[src/rtl/cpu_pkg.sv]
// Shared core package: reset/bubble constants, MIPS opcode/funct encodings,
// the instruction-field view used by fetch and decode, and a PC align helper.
package cpu_pkg;

  localparam logic [31:0] PC_RESET  = 32'h0000_0000;
  localparam logic [31:0] NOP_INSTR = 32'h0000_0000;  // sll $0,$0,0

  localparam logic [5:0] OP_RTYPE = 6'h00;
  localparam logic [5:0] OP_J     = 6'h02;
  localparam logic [5:0] OP_JAL   = 6'h03;
  localparam logic [5:0] OP_BEQ   = 6'h04;
  localparam logic [5:0] FN_JR    = 6'h08;

  typedef struct packed {
    logic [5:0] op;
    logic [4:0] rs;
    logic [4:0] rt;
    logic [4:0] rd;
    logic [4:0] shamt;
    logic [5:0] funct;
  } instr_t;

  // Word-align an address by clearing the byte-offset bits.
  function automatic logic [31:0] align_pc(input logic [31:0] a);
    return {a[31:2], 2'b00};
  endfunction

endpackage

[src/rtl/pc_sel.sv]
// Next-PC priority mux: jr > jump > branch > sequential.
// Also reports whether a redirect is taken and whether its target was
// misaligned (low two bits set) before alignment.
module pc_sel
  import cpu_pkg::*;
(
  input  logic [31:0] pc_i,
  input  logic        jr_i,
  input  logic [31:0] jr_target_i,
  input  logic        jump_i,
  input  logic [31:0] jump_target_i,
  input  logic        branch_taken_i,
  input  logic [31:0] branch_target_i,
  output logic [31:0] seq_pc_o,
  output logic [31:0] next_pc_o,
  output logic        redirect_o,
  output logic        misalign_o
);

  logic [31:0] tgt;

  // Select the redirect target by priority and form the next PC.
  always_comb begin
    tgt = branch_target_i;
    if (jr_i)        tgt = jr_target_i;
    else if (jump_i) tgt = jump_target_i;
    seq_pc_o   = pc_i + 32'd4;
    redirect_o = jr_i | jump_i | branch_taken_i;
    misalign_o = redirect_o & (tgt[1:0] != 2'b00);
    next_pc_o  = redirect_o ? align_pc(tgt) : seq_pc_o;
  end

endmodule

[src/rtl/if_stage.sv]
// Instruction-fetch stage: owns the PC, drives the imem address and loads
// the IF/ID register (instruction, PC+4, valid).
// Optional perf counters compiled in with `define IF_STAGE_PERF_CNT_EN.
module if_stage
  import cpu_pkg::*;
#(
  parameter logic [31:0] PC_RESET  = cpu_pkg::PC_RESET,
  parameter logic [31:0] NOP_INSTR = cpu_pkg::NOP_INSTR
) (
  input  logic        clk_i,
  input  logic        rst_i,
  input  logic        stall_i,
  input  logic        flush_i,
  input  logic        branch_taken_i,
  input  logic [31:0] branch_target_i,
  input  logic        jump_i,
  input  logic [31:0] jump_target_i,
  input  logic        jr_i,
  input  logic [31:0] jr_target_i,
  output logic [31:0] imem_addr_o,
  input  logic [31:0] imem_data_i,
  output logic [31:0] instr_o,
  output logic [31:0] pc_plus4_o,
  output logic        valid_o,
`ifdef IF_STAGE_PERF_CNT_EN
  output logic [31:0] fetch_cnt_o,
  output logic [31:0] bubble_cnt_o,
`endif
  output logic        misalign_o
);

  logic [31:0] pc_q, pc_d;
  logic [31:0] seq_pc, sel_pc;
  logic        redirect, tgt_misalign;
  logic        bubble, load;

  pc_sel u_pc_sel (
    .pc_i            (pc_q),
    .jr_i            (jr_i),
    .jr_target_i     (jr_target_i),
    .jump_i          (jump_i),
    .jump_target_i   (jump_target_i),
    .branch_taken_i  (branch_taken_i),
    .branch_target_i (branch_target_i),
    .seq_pc_o        (seq_pc),
    .next_pc_o       (sel_pc),
    .redirect_o      (redirect),
    .misalign_o      (tgt_misalign)
  );

  // Redirect beats stall; a stall alone holds the PC.
  always_comb begin
    pc_d = sel_pc;
    if (!redirect && stall_i) pc_d = pc_q;
  end

  // Flush wins over stall for IF/ID so a held instruction never issues twice.
  assign bubble = redirect | flush_i;
  assign load   = !bubble && !stall_i;

  assign imem_addr_o = pc_q;

  // Program counter and misalign pulse.
  always_ff @(posedge clk_i) begin
    if (rst_i) begin
      pc_q       <= PC_RESET;
      misalign_o <= 1'b0;
    end else begin
      pc_q       <= pc_d;
      misalign_o <= tgt_misalign;
    end
  end

  // IF/ID pipeline register.
  always_ff @(posedge clk_i) begin
    if (rst_i) begin
      instr_o    <= NOP_INSTR;
      pc_plus4_o <= 32'd0;
      valid_o    <= 1'b0;
    end else if (bubble) begin
      instr_o    <= NOP_INSTR;
      pc_plus4_o <= seq_pc;
      valid_o    <= 1'b0;
    end else if (load) begin
      instr_o    <= imem_data_i;
      pc_plus4_o <= seq_pc;
      valid_o    <= 1'b1;
    end
  end

`ifdef IF_STAGE_PERF_CNT_EN
  logic [31:0] fetch_cnt_q, bubble_cnt_q;

  // Saturating fetch/bubble counters; stall-hold cycles count as neither.
  always_ff @(posedge clk_i) begin
    if (rst_i) begin
      fetch_cnt_q  <= 32'd0;
      bubble_cnt_q <= 32'd0;
    end else begin
      if (load && fetch_cnt_q != 32'hFFFF_FFFF)
        fetch_cnt_q <= fetch_cnt_q + 32'd1;
      if (bubble && bubble_cnt_q != 32'hFFFF_FFFF)
        bubble_cnt_q <= bubble_cnt_q + 32'd1;
    end
  end

  assign fetch_cnt_o  = fetch_cnt_q;
  assign bubble_cnt_o = bubble_cnt_q;
`endif

endmodule

[config.mk]
export PLATFORM = sky130hd
export DESIGN_NAME = if_stage
export DESIGN_NICKNAME = d
export VERILOG_FILES = /design/src/rtl/cpu_pkg.sv /design/src/rtl/pc_sel.sv /design/src/rtl/if_stage.sv
export SDC_FILE = /design/constraint.sdc
export NUM_CORES = 1
export LEC_CHECK = 0
export ABC_AREA = 1
export BUFFER_PORTS_ARGS = -buffer_cell sky130_fd_sc_hd__buf_4
export CORE_MARGIN = 3
export CORE_UTILIZATION = 45
export DETAILED_ROUTE_END_ITERATION = 6
export GPL_TIMING_DRIVEN = 1
export PLACE_DENSITY = 0.77
export RECOVER_POWER = 50
export SLEW_MARGIN = 15
export SYNTH_ARGS = -nofsm -noshare
export SYNTH_HDL_FRONTEND = slang
export SYNTH_HIERARCHICAL = 1
export SYNTH_SLANG_ARGS = --single-unit
[constraint.sdc]
create_clock -name clk_i -period 1.6 [get_ports clk_i]
set_input_delay 0.16 -clock clk_i [delete_from_list [all_inputs] [get_ports clk_i]]
set_output_delay 0.16 -clock clk_i [all_outputs]
set_load 0.01 [all_outputs]
==> metrics list, run 1 <==
* Average wire per cell in the routed design: 14.1 µm
* Effective utilization at floorplan: 46.4%
- Congestion Overflow GR: 0
- For this design, the sink count on the clock tree is 98.
* Fmax: 0.622 GHz
* Count of max-cap constraint violations: 0
* Net count, final: 1,321
* Most Crowded Layer GR: met2
* Met2 Use GR: 40.2%
- The worst setup path is captured at a register.
- Across all layers, the routed design uses 6,815 vias.
- Master cell of the clock root buffer: sky130_fd_sc_hd__clkbuf_16
* Area delta synth->final: 39.7%
- Vias in the first global route: 5,916
- PortBufs: 232
- TritonCTS built the clock tree.
- The first detailed-routing pass took 5 iterations.
* Pin slew with the least headroom to its limit: 0.471 ns
- Final cell count without fillers: 1,362
- In this run the worst hold path is classified as in -> reg.
- Most common cell after layout, fill and taps aside: sky130_fd_sc_hd__nand2_1
* Arrival @ worst endpoint: 1.85 ns
- Violated checks: setup timing
- Post-Place Worst Slack: -0.0317 ns
* Share of the yosys chip area belonging to registers: 33.2%
- Total routing resource utilization after global routing: 24.8%
* Final Slew Violations: 0
- Largest net degree at the start of global routing: 98
- Leakage dissipation: 3.70 nW
* Share of layout cells above drive strength 1: 26.6%
* Fraction of the cycle the final worst path needs: 100%
- In this run the number of H-tree levels came out at 3.
- Of all nets on the critical path, the largest fanout is 5.
- STA classifies the critical path startpoint as a register.
- Boundary Pins: 233
* Final min period: 1.61 ns
- Wire length of the first global-routing pass: 29.1 mm
- Setup violations remaining at the end of the flow were counted as 2.
- Yosys printed 6 warnings.
* Post-synthesis average cell area: 6.20 µm²
- Global routing used 33.7% of the available met1 tracks.
- Worst EP required: 1.84 ns
* Class of the most critical setup path: reg -> reg
- Clock-pin slew was measured on the worst setup and hold paths at 0.07 ns.
- The final-report hold violation count came to 0.
- In this run the cell area measured after placement is 7980 µm².
- Count of distinct cell types in the synthesized netlist: 29
- Worst-skew pair later-pin latency: 0.35 ns
- The finished cells cover 8240 µm².
* Post-synthesis instance area: 5900 µm²
* Worst-case setup margin in the final layout: -0.00736 ns
- Last weighted congestion value of the routability-driven placer: 0.941
* FF+latch area: 1980 µm²
- Clock tree synthesis inserted a total of 9 buffers.
- 0 antenna diodes ended up in the layout.
* Post-route antenna net violation count: 0
* Commonest non-fill, non-tap cells in the layout: sky130_fd_sc_hd__nand2_1 (236), sky130_fd_sc_hd__buf_4 (213), sky130_fd_sc_hd__nor2_1 (151)
* Ratio of total power to cell area: 759 nW/µm²
- Worst clock skew on the final layout: 0.00755 ns
- Global Route met3 Usage: 5.10%
- Yosys reg bits: 98
* Total placed cells including tap cells: 1,341
* Number of filler cells placed in the layout: 1,224
* First-iteration detailed-routing DRC count: 511
* RSZ-0062 raised after global routing: true
- The HPWL after detailed placement is 14.0 mm.
* Syn_nets: 1,088
* CTS Buffer Depth: 2
- The die is 121 µm wide.
* Number of remaining DRC errors: 0
- Post-Route WL: 19.2 mm
* Cell count after synthesis: 952
- Overall die area: 14,500 µm²
* Outcome: finished with violations
* Maximum vdd ir drop: 513 µV
* Row cnt: 41
* Number of antenna violations at the first check in global routing: 0
- Area of the core: 12,700 µm²
- The worst pin sits at a relative slew slack of 68.6%.
* Total Power: 6.26 mW
- Measured along the y axis, the die boundary spans 121 µm.
* Mean number of vias per cell: 5.00
- Multi-input gate area: 3430 µm²
-- power by group --
group / switching, mW / total [mW] / internal, mW / leakage (nW)
clock: 0.999 / 2.12 / 1.12 / 0.143
combinational: 0.766 / 1.45 / 0.688 / 2.75
sequential: 0.116 / 2.69 / 2.57 / 0.807
total: 1.88 / 6.26 / 4.38 / 3.70
-- kinds of logic after synthesis --
logic type	after synthesis	synth area share (%)
flip-flops	98	33.2
XOR/XNOR	15	2.99
AND/OR/NAND/NOR	545	39.3
adder cells (fa/ha/maj)	1	0.212
buffers and inverters	155	11.5
AO/OA/AOI/OAI	138	12.7
-- per-layer routing --
metal / vias to the layer above / share of wire, %
met5: - / 0
met3: 21 / 8.2
met2: 289 / 47
met1: 3032 / 44
li1: 3473 / -
met4: 0 / 1.3
-- per-stage QoR --
stage	hold WS (ns)	TNS (ns)	utilization (%)
6_report	0.131	-0.0105	64.8
3_3_place_gp	0.336	-0.00136	62.8
3_5_place_dp	0.339	-0.0511	62.8
2_1_floorplan	0.231	0	-
5_1_grt	0.136	-1.53	64.8
4_1_cts	0.123	0	65.3
-- worst paths after layout --
check	from	to	slack, ns	cells after the start
min reg2reg	instr_o[30]$_SDFFE_PP0P_	instr_o[30]$_SDFFE_PP0P_	0.47	2
max reg2reg	imem_addr_o[4]$_SDFFE_PP0N_	imem_addr_o[25]$_SDFFE_PP0N_	-0.007	11
min	imem_data_i[25]	instr_o[25]$_SDFFE_PP0P_	0.13	5
max	imem_addr_o[4]$_SDFFE_PP0N_	imem_addr_o[25]$_SDFFE_PP0N_	-0.007	11
-- Yosys cell counts, drive strengths merged --
master | instances | area, µm²
o21ai | 51 | 255
clkinv | 1 | 3.75
buf | 44 | 263
clkbuf | 21 | 78.8
o211ai | 21 | 158
nor3 | 5 | 30.0
xor2 | 11 | 141
a21oi | 64 | 320
nand3b | 7 | 52.6
ha | 1 | 12.5
o21a | 1 | 7.51
nand3 | 102 | 510
xnor2 | 4 | 35.0
nand2 | 256 | 988
inv | 89 | 334
and2 | 4 | 25.0
dfxtp | 98 | 1960
nor2 | 171 | 714
o211a | 1 | 10.0
-- what timing repair did --
action / 4_1_cts / 5_1_grt
hold endpoints to repair: 1 / 0
hold buffers: 1 / 0
setup buffers: 0 / 4
pin swaps: 1 / 33
setup endpoints to repair: 10 / 36
gates resized for setup: 5 / 50
-- registers in the layout, summed over array words and instances, names as in the netlist --
name,cells
valid_o,1
imem_addr_o,32
misalign_o,1
pc_plus4_o,32
instr_o,32
-- critical path, cell delays in order (launching register included) --
cell                      delay, ns
sky130_fd_sc_hd__dfxtp_1       0.45
sky130_fd_sc_hd__nand2_4       0.08
sky130_fd_sc_hd__nor2_4        0.16
sky130_fd_sc_hd__nand2_4       0.11
sky130_fd_sc_hd__nor2_4        0.20
sky130_fd_sc_hd__nand2_1       0.09
sky130_fd_sc_hd__nand2_1       0.08
sky130_fd_sc_hd__nand2_2       0.06
sky130_fd_sc_hd__nand2_1       0.06
sky130_fd_sc_hd__nand2_1       0.05
sky130_fd_sc_hd__nor2_1        0.11
sky130_fd_sc_hd__nor2_1        0.05
-- layout make-up --
class / count / share of cell area (%)
inverters: 90 / 4.10
clock buffers: 10 / 2.90
well taps: 172 / 2.61
clock inverters: 6 / 0.592
repair buffers: 287 / 24.2
flip-flops and latches: 98 / 24.0
multi-input cells: 699 / 41.6
Note: power is estimated with default switching activity, not from simulation.
==> run 2, diff against run 1 <==
--- a/config.mk
+++ b/config.mk
@@ -13,6 +13,7 @@
 export GPL_TIMING_DRIVEN = 1
 export PLACE_DENSITY = 0.77
 export RECOVER_POWER = 50
+export REMOVE_ABC_BUFFERS = 1
 export SLEW_MARGIN = 15
 export SYNTH_ARGS = -nofsm -noshare
 export SYNTH_HDL_FRONTEND = slang
==> run 2 against run 1 <==
Against the previous run: register-to-register slack improved by 0.02 ns; the flow now finishes without violations; final cell count fell by 0.22%; highest routed layer unchanged; largest power group unchanged; via count is 2.2% lower; largest cell class unchanged; worst setup slack better by 0.018 ns.
==> metrics list, run 2 (same netlist as run 1, synthesis figures left out) <==
- Row cnt: 41 (unchanged)
- Total Power: 6.54 mW (was 6.26 mW)
- Last weighted congestion value of the routability-driven placer: 0.905 (was 0.941)
- Total routing resource utilization after global routing: 24.4% (was 24.8%)
- The via count of the first global-routing pass came to 5,852 (was 5,916).
- The die outline area was 14,500 µm² (unchanged).
- Pin slew with the least headroom to its limit: 0.434 ns (was 0.471 ns)
* Register share of total power: 40.9% (was 42.9%)
* Arrival @ worst endpoint: 1.83 ns (was 1.85 ns)
* Part of the total power dissipated in combinational logic: 22.2% (was 23.2%)
* Class of the most critical setup path: reg -> reg (unchanged)
- Critical-path cell list: buf_6, nand2_4, nor2_4, nand2_4, nor2_4, nand2_1, nand2_1, nand2_1, nand2_1, nand2_1, nor2_1, nor2_1 (was nand2_4, nor2_4, nand2_4, nor2_4, nand2_1, nand2_1, nand2_2, nand2_1, nand2_1, nor2_1, nor2_1).
* Final number of hold-violating endpoints: 0 (unchanged)
- Fraction of the cycle the final worst path needs: 99.3% (was 100%)
- Sinks on the clock net: 98 (unchanged)
- Pre-Repair DR Iteration Count: 5 (unchanged)
* Ratio of total power to cell area: 774 nW/µm² (was 759 nW/µm²)
- Final Util: 66.4% (was 64.8%)
* Clock network fraction of design power: 36.9% (was 33.9%)
* Average wire per cell in the routed design: 13.7 µm (was 14.1 µm)
* Number of filler cells placed in the layout: 1,185 (was 1,224)
- The HPWL after detailed placement came to 13.3 mm (was 14.0 mm).
- The upper clock frequency limit came to 0.629 GHz (was 0.622 GHz).
* CTS H-tree lvls: 3 (unchanged)
- The number of setup violations in the final report was 0 (was 2).
- Register clock-pin slew on the reported worst setup and hold paths: 0.07 ns (about the same)
- The via count of the routed design came to 6,666 (was 6,815).
- The maximum ir drop on the vdd rail came to 608 µV (was 513 µV).
- Congestion Overflow GR: 0 (unchanged)
* Boundary Pins: 233 (unchanged)
* Area of the core: 12,700 µm² (unchanged)
- The post-route DRC violation count was 0 (unchanged).
- CP Max Fanout: 5 (unchanged)
- The sum of negative setup slack came to 0 ns (was -0.0105 ns).
- Outcome: completed (was finished with violations)
- The type of the worst min-delay path was in -> reg (unchanged).
- Worst clock skew on the final layout: 0.00820 ns (was 0.00755 ns)
- Largest net degree at the start of global routing: 98 (unchanged)
- The starting utilization of the core area came to 46.4% (unchanged).
- The minimum setup slack among reg-to-reg paths came to 0.01 ns (was -0.007 ns).
* Post-Route WL: 18.7 mm (was 19.2 mm)
- PortBufs: 232 (unchanged)
- The endpoint kind of the worst setup timing path was a register (unchanged).
* Count of max-cap constraint violations: 0 (unchanged)
* Clock buffer count from CTS: 9 (unchanged)
- The final critical path time including I/O delays and setup came to 1.59 ns (was 1.61 ns).
- Count of antenna diodes in the layout: 0 (unchanged)
* Master cell of the clock root buffer: sky130_fd_sc_hd__clkbuf_16 (unchanged)
- Max transition margin: 71.1% (was 68.6%)
- Die height: 121 µm (unchanged)
- Most common cell after layout, fill and taps aside: sky130_fd_sc_hd__buf_4 (was sky130_fd_sc_hd__nand2_1)
* CTS Buffer Depth: 2 (unchanged)
- The data required time of the worst path came to 1.84 ns (about the same).
* Net count, final: 1,318 (was 1,321)
- Area delta synth->final: 43.1% (was 39.7%)
* Worst path max stage delay: 0.36 ns (was 0.45 ns)
- Psw: 1.80 mW (was 1.88 mW)
* Clock tree from TritonCTS: done (unchanged)
- CP Launch Type: register (unchanged)
- Worst-skew pair later-pin latency: 0.35 ns (about the same)
- Horiz. Die Dim: 121 µm (unchanged)
* Number of antenna violations at the first check in global routing: 0 (unchanged)
- RSZ-0062 raised after global routing: true (unchanged)
* Wire length of the first global-routing pass: 28.8 mm (was 29.1 mm)
- The count of antenna-violating nets left after detailed routing is 0 (unchanged).
- The slowest stage cell on the critical path is sky130_fd_sc_hd__dfxtp_2 (was sky130_fd_sc_hd__dfxtp_1).
- The critical path's most frequent cell is sky130_fd_sc_hd__nand2_1 (unchanged).
* Net switching fraction of the power: 27.5% (was 30.1%)
- Share of layout cells above drive strength 1: 30.0% (was 26.6%)
* Commonest non-fill, non-tap cells in the layout: sky130_fd_sc_hd__buf_4 (275), sky130_fd_sc_hd__nand2_1 (245), sky130_fd_sc_hd__nor2_1 (150) (was sky130_fd_sc_hd__nand2_1 (236), sky130_fd_sc_hd__buf_4 (213), sky130_fd_sc_hd__nor2_1 (151))
- The mean number of vias per cell was 4.91 (was 5.00).
* Final Slew Violations: 0 (unchanged)
* Leakage dissipation: 3.97 nW (was 3.70 nW)
* First-iteration detailed-routing DRC count: 337 (was 511)
- The internal power component came to 4.74 mW (was 4.38 mW).
==> run 2: worst max-delay path: cells and delay by family, from the launching register on <==
family	cells	cell delay, ns
flip-flops	1	0.36
AND/OR/NAND/NOR	11	0.99
buffers and inverters	1	0.12
==> run 2: final timing paths <==
kind / from / endpoint / cells past startpoint
worst min-delay path: imem_data_i[18] / instr_o[18]$_SDFFE_PP0P_ / 5
worst max register to register: imem_addr_o[3]$_SDFFE_PP0N_ / imem_addr_o[27]$_SDFFE_PP0N_ / 12
worst min register to register: instr_o[5]$_SDFFE_PP0P_ / instr_o[5]$_SDFFE_PP0P_ / 2
worst max-delay path: imem_addr_o[3]$_SDFFE_PP0N_ / imem_addr_o[27]$_SDFFE_PP0N_ / 12
==> run 2: power by group through the flow <==
stage                     combinational [mW]  sequential [mW]  clock [mW]
final                                   1.45             2.67        2.41
after floorplan                        0.563             2.79           0
after CTS                               1.43             2.66        2.46
after global routing                    1.61             2.69        2.57
after detailed placement                1.42             2.71           0
after global placement                  1.41             2.71           0
==> run 2: through the flow <==
stage | setup WS (ns) | hold WS [ns] | area [µm²] | cells
6_report | 0.0105 | 0.128 | 8440 | 1359
5_1_grt | -0.113 | 0.143 | 8440 | 1359
4_1_cts | 0.0129 | 0.115 | 8290 | 1352
3_5_place_dp | -0.0385 | 0.337 | 7930 | 1335
3_3_place_gp | 0.0383 | 0.333 | 7930 | 1335
2_1_floorplan | -3.09 | 0.231 | 5560 | 887
==> run 2: final cells by class <==
class	count	area [µm²]	share of cell area [%]
well taps	172	215	2.55
flip-flops and latches	98	1970	23.4
clock inverters	4	73.8	0.874
multi-input cells	699	3370	39.9
repair buffers	284	2220	26.3
inverters	90	338	4.00
clock buffers	12	256	3.04
==> run 2: layer usage <==
metal	vias to the layer above	wire (µm)	track usage [%]
met5	-	0	0
met2	263	8670	40.1
met3	21	1670	5.61
li1	3461	-	-
met4	0	272	7.15
met1	2921	8040	32.0
==> run 2: timing repair <==
| action | CTS | global route |
|---|---|---|
| hold buffers | 1 | 0 |
| endpoints found under the setup margin | 9 | 33 |
| buffers inserted | 0 | 7 |
| resized for setup | 6 | 29 |
| pin swaps | 5 | 35 |
| endpoints found under the hold margin | 1 | 0 |
==> run 3, diff against run 2 <==
==> constraint.sdc (replaced) <==
create_clock -name clk_i -period 1.6 [get_ports clk_i]
set_input_delay 0.32 -clock clk_i [delete_from_list [all_inputs] [get_ports clk_i]]
set_output_delay 0.32 -clock clk_i [all_outputs]
set_load 0.01 [all_outputs]
==> run 3 against run 2 <==
Against the previous run: the run now ends with setup timing left; total power decreased by 0.32%; sequential cell count unchanged; sequential power about the same; final cell count increased by 0.15%; largest cell class unchanged.
==> metrics list, run 3 (same netlist as run 1, synthesis figures left out) <==
* PortBufs: 232 (unchanged)
- Maximum vdd ir drop: 452 µV (was 608 µV)
* Number of setup violations in the final report: 1 (was 0)
- The final instance area is 8210 µm² (was 8440 µm²).
- The endpoint kind of the worst setup timing path is a register (unchanged).
- RSZ-0062 raised after global routing: true (unchanged).
* Last weighted congestion value of the routability-driven placer: 0.880 (was 0.905)
- Library cell contributing the largest single delay on the critical path: sky130_fd_sc_hd__dfxtp_2 (unchanged)
- Number of remaining DRC errors: 0 (unchanged)
- Congestion Overflow GR: 0 (unchanged)
- The net switching power figure was 1.76 mW (was 1.80 mW).
- The final-report hold violation count was 0 (unchanged).
- Arrival @ worst endpoint: 1.92 ns (was 1.83 ns)
- The upper clock frequency limit came to 0.612 GHz (was 0.629 GHz).
* Worst path max stage delay: 0.36 ns (about the same)
- Placed instance area: 8020 µm² (was 7930 µm²)
* Violated checks: setup timing
- The initial antenna violation count is 0 (unchanged).
* Class of the most critical setup path: reg -> reg (unchanged)
* Max transition margin: 57.0% (was 71.1%)
- The number of I/O pins is 233 (unchanged).
* Multi-input gate area: 3360 µm² (was 3370 µm²)
* Critical R2R Launch: imem_addr_o[3]$_SDFFE_PP0N_ (unchanged)
* Pin slew with the least headroom to its limit: 0.643 ns (was 0.434 ns)
* Most common cell after layout, fill and taps aside: sky130_fd_sc_hd__nand2_1 (was sky130_fd_sc_hd__buf_4)
- Register clock-pin slew on the reported worst setup and hold paths: 0.07 ns (about the same)
- The ratio of cells with drive above 1 in the final layout came to 24.1% (was 30.0%).
* Vias in the first global route: 6,127 (was 5,852)
* Count of max-cap constraint violations: 0 (unchanged)
* Row cnt: 41 (unchanged)
- The cell type group with the largest total delay on the critical path is simple AND/OR/NAND/NOR gates (unchanged).
- Number of filler cells placed in the layout: 1,215 (was 1,185)
- The first-pass GRT wire length was 29.5 mm (was 28.8 mm).
- CP Max Fanout: 3 (was 5)
* Final Slew Violations: 0 (unchanged)
* Worst EP required: 1.89 ns (was 1.84 ns)
- Net switching fraction of the power: 26.9% (was 27.5%)
- Int Power: 4.76 mW (was 4.74 mW)
- Horiz. Die Dim: 121 µm (unchanged)
- Number of hold-repair buffers added at the cts stage: 0 (was 1)
* Largest net degree at the start of global routing: 66 (was 98)
- The count of TritonRoute iterations in the first routing pass was 4 (was 5).
- Leakage dissipation: 3.72 nW (was 3.97 nW)
- Count of antenna diodes in the layout: 0 (unchanged)
* Worst-skew pair later-pin latency: 0.35 ns (about the same)
- Post-detail-place hpwl: 13.8 mm (was 13.3 mm)
* Logic depth of the worst path, buffers included: 11 (was 12)
- Fraction of the cycle the final worst path needs: 102% (was 99.3%)
- Final min period: 1.63 ns (was 1.59 ns)
* Worst-case setup margin in the final layout: -0.0347 ns (was 0.0105 ns)
- The power per cell area is 794 nW/µm² (was 774 nW/µm²).
- The flip-flop and latch area was 1970 µm² (about the same).
- The number of cells on the worst reg-to-reg path came to 11 (was 12).
* Clock network fraction of design power: 37.2% (was 36.9%)
* Fin Hold WS: 0.134 ns (was 0.128 ns)
- Worst clock skew on the final layout: 0.00527 ns (was 0.00820 ns)
- The number of buffers on the longest clock path is 2 (unchanged).
- Total Power: 6.52 mW (was 6.54 mW)
- Critical-path cell list: ha_4, nand2_4, nor2_4, nand2_1, nor2_4, buf_4, xor2_2, nand2_1, nand2_1, nor2_1, nor2_1 (was buf_6, nand2_4, nor2_4, nand2_4, nor2_4, nand2_1, nand2_1, nand2_1, nand2_1, nand2_1, nor2_1, nor2_1).
- Mean number of vias per cell: 4.91 (about the same)
* Net count, final: 1,322 (was 1,318)
* Setup slack on the worst flop-to-flop path: -0.03 ns (was 0.01 ns)
- Area of the core: 12,700 µm² (unchanged)
* Part of the total power dissipated in combinational logic: 21.9% (was 22.2%)
* Total routing resource utilization after global routing: 25.0% (was 24.4%)
- Clock tree from TritonCTS: done (unchanged)
- Hold path depth: 2 (was 5)
* Total negative setup slack: -0.0347 ns (was 0 ns)
- CP dominant cell by count: sky130_fd_sc_hd__nand2_1 (unchanged)
* Last element of the critical path: imem_addr_o[16]$_SDFFE_PP0N_ (was imem_addr_o[27]$_SDFFE_PP0N_)
* Die height: 121 µm (unchanged)
- Number of vias after detailed routing: 6,688 (was 6,666)
* CTS H-tree lvls: 3 (unchanged)
- Outcome: finished with violations (was completed)
* Endpoint of the worst register-to-register path: imem_addr_o[16]$_SDFFE_PP0N_ (was imem_addr_o[27]$_SDFFE_PP0N_)
- Master cell of the clock root buffer: sky130_fd_sc_hd__clkbuf_16 (unchanged)
- The die outline area came to 14,500 µm² (unchanged).
- Post-Route WL: 18.7 mm (about the same)
- The area overhead of the layout relative to synthesis came to 39.1% (was 43.1%).
* CP Launch Type: register (unchanged)
- Post-route antenna net violation count: 0 (unchanged)
- The detailed router's first-iteration violation count came to 469 (was 337).
- Sinks on the clock net: 98 (unchanged)
- Worst setup path start: imem_addr_o[3]$_SDFFE_PP0N_ (unchanged)
- Clock buffer count from CTS: 9 (unchanged)
* Average wire per cell in the routed design: 13.7 µm (about the same)
* Path type of the worst min-delay path: in -> reg (unchanged)
- The sequential cell fraction of total power was 40.9% (about the same).
* Commonest non-fill, non-tap cells in the layout: sky130_fd_sc_hd__nand2_1 (243), sky130_fd_sc_hd__buf_4 (209), sky130_fd_sc_hd__nor2_1 (150) (was sky130_fd_sc_hd__buf_4 (275), sky130_fd_sc_hd__nand2_1 (245), sky130_fd_sc_hd__nor2_1 (150))
- Effective utilization at floorplan: 46.4% (unchanged)
- Buffers & Inverters on Critical Path: 1 (unchanged)
==> run 3: how the worst min path moves through the flow <==
stage | from | to | slack, ns
after global placement | instr_o[8]$_SDFFE_PP0P_ | instr_o[8]$_SDFFE_PP0P_ | 0.45
after floorplan | rst_i | misalign_o$_SDFF_PP0_ | 0.39
after global routing | rst_i | misalign_o$_SDFF_PP0_ | 0.13
after CTS | rst_i | misalign_o$_SDFF_PP0_ | 0.12
after detailed placement | instr_o[0]$_SDFFE_PP0P_ | instr_o[0]$_SDFFE_PP0P_ | 0.46
final | rst_i | misalign_o$_SDFF_PP0_ | 0.13
==> run 3: routing by layer <==
metal	global-route usage (%)	vias to the layer above	share of wire [%]
met5	0	-	0
met4	7.72	0	1.6
met3	7.11	16	9.1
met2	41.9	254	46
met1	31.1	2957	43
li1	-	3461	-
==> run 3: per-stage QoR <==
| stage | util, % | setup WS, ns | instances |
|---|---|---|---|
| final | 64.5 | -0.0347 | 1361 |
| after global routing | 64.5 | -0.118 | 1361 |
| after floorplan | - | -3.25 | 887 |
| after global placement | 63.0 | 0.0296 | 1343 |
| after CTS | 65.6 | 0.00290 | 1357 |
| after detailed placement | 63.0 | -0.0217 | 1343 |
==> run 3: area by class of cell <==
| class | count | area share (%) |
|---|---|---|
| repair buffers | 288 | 24.4 |
| flip-flops and latches | 98 | 24.0 |
| inverters | 90 | 4.11 |
| multi-input cells | 699 | 41.0 |
| clock inverters | 3 | 1.10 |
| well taps | 172 | 2.62 |
| clock buffers | 11 | 2.83 |
==> run 3: power groups by stage <==
| stage | registers (mW) | clock network, mW | logic (mW) |
|---|---|---|---|
| 5_1_grt | 2.68 | 2.57 | 1.59 |
| 4_1_cts | 2.66 | 2.49 | 1.46 |
| 2_1_floorplan | 2.79 | 0 | 0.563 |
| 3_5_place_dp | 2.71 | 0 | 1.45 |
| 6_report | 2.67 | 2.43 | 1.43 |
| 3_3_place_gp | 2.71 | 0 | 1.43 |
==> run 3: repair_timing <==
action                     in CTS  in global routing
hold endpoints to repair        0                  0
resized for setup               2                 30
setup endpoints to repair       7                 35
pin swaps                       2                 41
buffers inserted                0                  4
